**src/rtl/travel_plan_seq.sv**
```systemverilog
`default_nettype none
// ============================================================================
// Module      : travel_plan_seq
// Description : Line-following travel plan sequencer. Captures a 16-bit plan
//               of eight 2-bit maneuvers (LSB pair first), runs the follower
//               until a line gap is qualified, issues the next maneuver, then
//               waits for the line to be reacquired before resuming. A stop
//               code (00) at a gap ends the plan. Bump obstruction freezes
//               the sequencer and drops the motor enable.
//
// Ports       : clk, rst          - clock, asynchronous active-high reset
//               cmd_rdy, cmd      - plan handshake and plan word from UART
//               clr_cmd_rdy       - one-cycle capture acknowledge
//               line_present      - IR line sensed (synchronous)
//               obstruct          - bump switch pressed (debounced)
//               go, in_transit    - motor enable, plan active
//               mnv, mnv_vld      - current maneuver and update strobe
//               buzz, buzz_n      - complementary piezo drive
//
// Options     : TRAVEL_BUZZ_EN    - when defined, a tone of half-period
//                                   BUZZ_DIV cycles sounds while obstructed
//                                   in transit; otherwise buzz/buzz_n are 0.
//
// Revision    : 1.0 - initial release
// ============================================================================
module travel_plan_seq #(
   parameter int GAP_CYC  = 4096,
   parameter int LINE_CYC = 256,
   parameter int BUZZ_DIV = 12500
) (
   input  logic        clk,
   input  logic        rst,
   input  logic        cmd_rdy,
   input  logic [15:0] cmd,
   output logic        clr_cmd_rdy,
   input  logic        line_present,
   input  logic        obstruct,
   output logic        go,
   output logic        in_transit,
   output logic [1:0]  mnv,
   output logic        mnv_vld,
   output logic        buzz,
   output logic        buzz_n
);

   localparam int C_CNT_MAX = (GAP_CYC > LINE_CYC) ? GAP_CYC : LINE_CYC;
   localparam int C_CNT_W   = $clog2(C_CNT_MAX + 1);
   localparam logic [C_CNT_W-1:0] C_GAP_CNT  = C_CNT_W'(GAP_CYC);
   localparam logic [C_CNT_W-1:0] C_LINE_CNT = C_CNT_W'(LINE_CYC);

   typedef enum logic [1:0] {
      IDLE     = 2'd0,
      FOLLOW   = 2'd1,
      GAP_WAIT = 2'd2,
      REACQ    = 2'd3
   } state_t;

   state_t               state_q, state_d;
   logic [15:0]          plan_q, plan_d;
   logic [C_CNT_W-1:0]   gap_cnt_q, gap_cnt_d;
   logic [C_CNT_W-1:0]   line_cnt_q, line_cnt_d;
   logic [1:0]           mnv_q, mnv_d;
   logic                 mnv_vld_q, mnv_vld_d;
   logic                 clr_q, clr_d;
   logic                 hold;

   // Obstruction only matters once a plan is running; in IDLE it is ignored.
   assign hold = obstruct & (state_q != IDLE);

   always_comb begin
      state_d    = state_q;
      plan_d     = plan_q;
      gap_cnt_d  = gap_cnt_q;
      line_cnt_d = line_cnt_q;
      mnv_d      = mnv_q;
      mnv_vld_d  = 1'b0;
      clr_d      = 1'b0;
      // While held, everything (including a pending gap qualification)
      // stays put and takes effect after release.
      if (!hold) begin
         case (state_q)
            IDLE: begin
               if (cmd_rdy) begin
                  plan_d     = cmd;
                  clr_d      = 1'b1;
                  gap_cnt_d  = '0;
                  line_cnt_d = '0;
                  state_d    = FOLLOW;
               end
            end
            FOLLOW: begin
               // Counter stops at GAP_CYC because reaching it exits the
               // state; it therefore saturates rather than wrapping.
               if (gap_cnt_q == C_GAP_CNT) begin
                  state_d = GAP_WAIT;
               end else if (line_present) begin
                  gap_cnt_d = '0;
               end else begin
                  gap_cnt_d = gap_cnt_q + 1'b1;
               end
            end
            GAP_WAIT: begin
               if (plan_q[1:0] == 2'b00) begin
                  plan_d     = '0;
                  mnv_d      = 2'b00;
                  gap_cnt_d  = '0;
                  line_cnt_d = '0;
                  state_d    = IDLE;
               end else begin
                  mnv_d      = plan_q[1:0];
                  mnv_vld_d  = 1'b1;
                  plan_d     = {2'b00, plan_q[15:2]};
                  line_cnt_d = '0;
                  state_d    = REACQ;
               end
            end
            REACQ: begin
               if (line_cnt_q == C_LINE_CNT) begin
                  gap_cnt_d  = '0;
                  line_cnt_d = '0;
                  state_d    = FOLLOW;
               end else if (line_present) begin
                  line_cnt_d = line_cnt_q + 1'b1;
               end else begin
                  line_cnt_d = '0;
               end
            end
            default: state_d = IDLE;
         endcase
      end
   end

   always_ff @(posedge clk or posedge rst) begin
      if (rst) begin
         state_q    <= IDLE;
         plan_q     <= '0;
         gap_cnt_q  <= '0;
         line_cnt_q <= '0;
         mnv_q      <= 2'b00;
         mnv_vld_q  <= 1'b0;
         clr_q      <= 1'b0;
      end else begin
         state_q    <= state_d;
         plan_q     <= plan_d;
         gap_cnt_q  <= gap_cnt_d;
         line_cnt_q <= line_cnt_d;
         mnv_q      <= mnv_d;
         mnv_vld_q  <= mnv_vld_d;
         clr_q      <= clr_d;
      end
   end

   assign in_transit  = (state_q != IDLE);
   assign go          = in_transit & ~obstruct;
   assign mnv         = mnv_q;
   assign mnv_vld     = mnv_vld_q;
   assign clr_cmd_rdy = clr_q;

`ifdef TRAVEL_BUZZ_EN
   localparam int C_DIV_W = (BUZZ_DIV > 1) ? $clog2(BUZZ_DIV) : 1;
   localparam logic [C_DIV_W-1:0] C_DIV_LAST = C_DIV_W'(BUZZ_DIV - 1);

   logic [C_DIV_W-1:0] div_cnt_q, div_cnt_d;
   logic               buzz_q, buzz_d;

   // Divider and tone phase restart from zero on every new obstruction.
   always_comb begin
      div_cnt_d = '0;
      buzz_d    = 1'b0;
      if (hold) begin
         if (div_cnt_q == C_DIV_LAST) begin
            div_cnt_d = '0;
            buzz_d    = ~buzz_q;
         end else begin
            div_cnt_d = div_cnt_q + 1'b1;
            buzz_d    = buzz_q;
         end
      end
   end

   always_ff @(posedge clk or posedge rst) begin
      if (rst) begin
         div_cnt_q <= '0;
         buzz_q    <= 1'b0;
      end else begin
         div_cnt_q <= div_cnt_d;
         buzz_q    <= buzz_d;
      end
   end

   // Gated by hold so both outputs drop the same cycle obstruct is released.
   assign buzz   = hold & buzz_q;
   assign buzz_n = hold & ~buzz_q;
`else
   assign buzz   = 1'b0;
   assign buzz_n = 1'b0;
`endif

endmodule
`default_nettype wire

```
**config.mk**
```make
export PLATFORM = sky130hd
export DESIGN_NAME = travel_plan_seq
export DESIGN_NICKNAME = d
export VERILOG_FILES = /design/src/rtl/travel_plan_seq.sv
export SDC_FILE = /design/constraint.sdc
export NUM_CORES = 1
export LEC_CHECK = 0
export BUFFER_PORTS_ARGS = -buffer_cell sky130_fd_sc_hd__buf_4
export CORE_AREA = 4 4 93 95
export CTS_CLUSTER_DIAMETER = 40
export CTS_CLUSTER_SIZE = 20
export DETAILED_ROUTE_END_ITERATION = 8
export DIE_AREA = 0 0 97 99
export MAX_ROUTING_LAYER = met4
export PLACE_DENSITY = 0.53
export SYNTH_ARGS = -nofsm -noshare
export SYNTH_HDL_FRONTEND = slang
export SYNTH_SLANG_ARGS = --single-unit
```
**constraint.sdc**
```tcl
create_clock -name clk -period 2.2 [get_ports clk]
set_clock_uncertainty 0.1 [all_clocks]
set_input_delay 0 -clock clk [delete_from_list [all_inputs] [get_ports clk]]
set_output_delay 0 -clock clk [all_outputs]
set_load 0.02 [all_outputs]
```
==> results.toml <==
[logic_synthesis]
synth_area_leader_cell = "dfrtp_1"
syn_inst = 280
synth.top_cells.by_count = "48 x dfrtp_1, 32 x o21ai_0, 30 x nand2_1"
synth_top_area_share_pct = 45.8
post-synth-top-count-cell = "dfrtp_1"
yosysSeqAreaShare_pct = 45.8
synthTopCellsByArea = "dfrtp_1 46%, o21ai_0 6.1%, nand2_1 4.3%"
async_flop_share_pct = 100
synth_flop_cell = "dfrtp_1"
syn_area_per_cell_um2 = 9.36
yosysUniqueCellTypes = 45
ys_ff_latch = 48
synth_area_mm2 = 0.00262
synth_edf_count = 0
yosysWarningCount = 0

[cells_and_area]
drive_gt1_share_pct = 17.5
num-fill-cells = 755
num_antenna_cells = 0
stdcell_count = 427
nets = 353
synthToLayoutAreaGrowth_pct = 22.6

[status]
outcome = "completed"

[clocking]
cts_htree_levels = 2
cts.sinks = 48
cts_root_buf = "clkbuf_8"
cts_tree = "yes"
clkTransAtPathRegs_ps = 90
clockBufferDepth = 2
numCtsBuffers = 5
clkLatencyLatePin_ps = 300

[floorplan]
coreArea_mm2 = 0.00773
rows = 32
die-width_um = 97
io_pins = 29
dieArea_mm2 = 0.00960
die_y_um = 99
start_util_pct = 33.9

[placed_design]
gp_congestion = 0.745
dp_cells = 404
portBuffers = 26
dp_hpwl_um = 3830

[worst_setup_path]
startpoint = "state_q[0]$_DFFE_PP0P_"
cp.arrival_ps = 2190
crit_path_max_fanout = 14
required_ps = 2320
crit_type = "flop to flop"
start_kind = "flop"
reg2reg_from = "state_q[0]$_DFFE_PP0P_"
end_kind = "flop"

[sta]
slew-limit-headroom_pct = 29.9
final-hold-violation-count = 0
clock.fmax_ghz = 0.483
hold_ws_ps = 4.88
tightestPinTransition_ps = 1050
final.min_clock_period_ps = 2070
setup_tns_ps = 0
period_share_pct = 94.2
rsz0062_at_grt = "true"
finalSetupViolCount = 0
slew_viol_final = 0

[drt]
drc = 0
vias = 2085
drt-initial-drc-count = 76
viasPerCell = 4.88
firstDrtPassIters = 4
ant_nets = 0
wirelength_um = 5700
routedWlPerCell_um = 13.4

[grt]
grt_pass1_wl_um = 9870
grt_max_degree = 49
gr-total-overflow = 0
grt_pass1_vias = 2099
antenna_found_initial = 0
track_usage_pct = 12.6

[power_and_ir_drop]
p_leak_nw = 1.42
p_per_area_mw_per_mm2 = 829
peakVddDrop_v = 0.000344
finalPower_mw = 2.66

[worst_hold_path]
min_from = "cmd[10]"
min_path_type = "input port to flop"

[run]
max-cap-violations = 0
-- layer usage --
| layer | GRT usage [%] | part of all wire (%) | vias up | wire length [µm] |
|---|---|---|---|---|
| met5 | - | 0 | - | 0 |
| met4 | 3.35 | 0.40 | 0 | 23 |
| met2 | 20.5 | 48 | 30 | 2750 |
| met3 | 2.34 | 2.5 | 2 | 144 |
| met1 | 16.2 | 49 | 984 | 2790 |
| li1 | - | - | 1069 | - |
-- critical path, cell delays in order (launching register included) --
cell     delay (ps)
dfrtp_1         430
inv_1           100
ha_1            190
nor2b_1         830
a21oi_1         150
o21ai_0         190
-- path summary, 6_finish.rpt --
check / to / slack [ps] / cells past startpoint
setup / recovery: plan_q[2]$_DFFE_PP0P_ / 130 / 5
hold / removal: plan_q[10]$_DFFE_PP0P_ / 5 / 4
setup reg to reg: plan_q[2]$_DFFE_PP0P_ / 130 / 5
hold reg to reg: gap_cnt_q[12]$_DFFE_PP0P_ / 380 / 1
max in group asynchronous: line_cnt_q[2]$_DFFE_PP0P_ / 1260 / 4
min in group asynchronous: plan_q[14]$_DFFE_PP0P_ / 320 / 4
-- power by group --
part	switching [mW]	internal (mW)	total [mW]	leakage, nW
clock	0.298	0.338	0.636	0.0552
sequential	0.124	1.07	1.19	0.640
combinational	0.489	0.343	0.832	0.724
-- cells by family after synthesis --
logic type	Yosys count	share of synthesized area (%)
xor+xnor	7	2.34
buf+inv	24	4.15
simple gates	107	24.6
mux	4	1.67
other cells	1	0.143
fa+ha+maj	8	3.82
flops	48	45.8
compound gates	81	17.5
-- per-stage QoR --
stage                     cell area (µm²)  utilization (%)  worst slack [ps]
after CTS                            3180             41.2              43.7
after detailed placement             2930             38.0              44.8
final                                3210             41.6               129
after global routing                 3210             41.6             -34.5
after global placement               2930             38.0              85.3
after floorplan                      2630                -               241
-- state kept, by name, indices dropped and copies added (netlist names) --
signal and count:
mnv_vld 1, plan_q 16, gap_cnt_q 13, mnv 2
line_cnt_q 13, state_q 2, clr_cmd_rdy 1
-- cell usage in the layout (no fill, tap or decap), types with 3 or more instances in the layout --
master / n
nand4_1: 5
or3_1: 3
xnor2_1: 5
ha_1: 7
o21ai_1: 12
o21ai_0: 30
nor3_1: 4
nand2_1: 30
nor2_1: 15
nand3_1: 10
inv_1: 12
mux2_2: 3
o31ai_1: 7
dfrtp_1: 48
clkbuf_8: 5
nand2b_1: 4
nor2b_1: 17
buf_4: 33
a31oi_1: 5
a21oi_1: 21
and3_1: 3
dlygate4sd3_1: 14
-- timing repair --
action,in CTS,in global routing
setup endpoints to repair,0,15
hold buffers,14,0
buffers inserted,0,1
resized for setup,0,6
endpoints found under the hold margin,61,0
-- final cells by class --
cell class	count	area, µm²	area share, %
multi-input cells	209	1340	41.7
flip-flops and latches	48	1200	37.4
repair buffers	47	388	12.1
well taps	102	128	3.97
clock buffers	6	72.6	2.26
inverters	13	48.8	1.52
clock inverters	2	35.0	1.09
No activity file was read; power rests on OpenSTA's default activity.
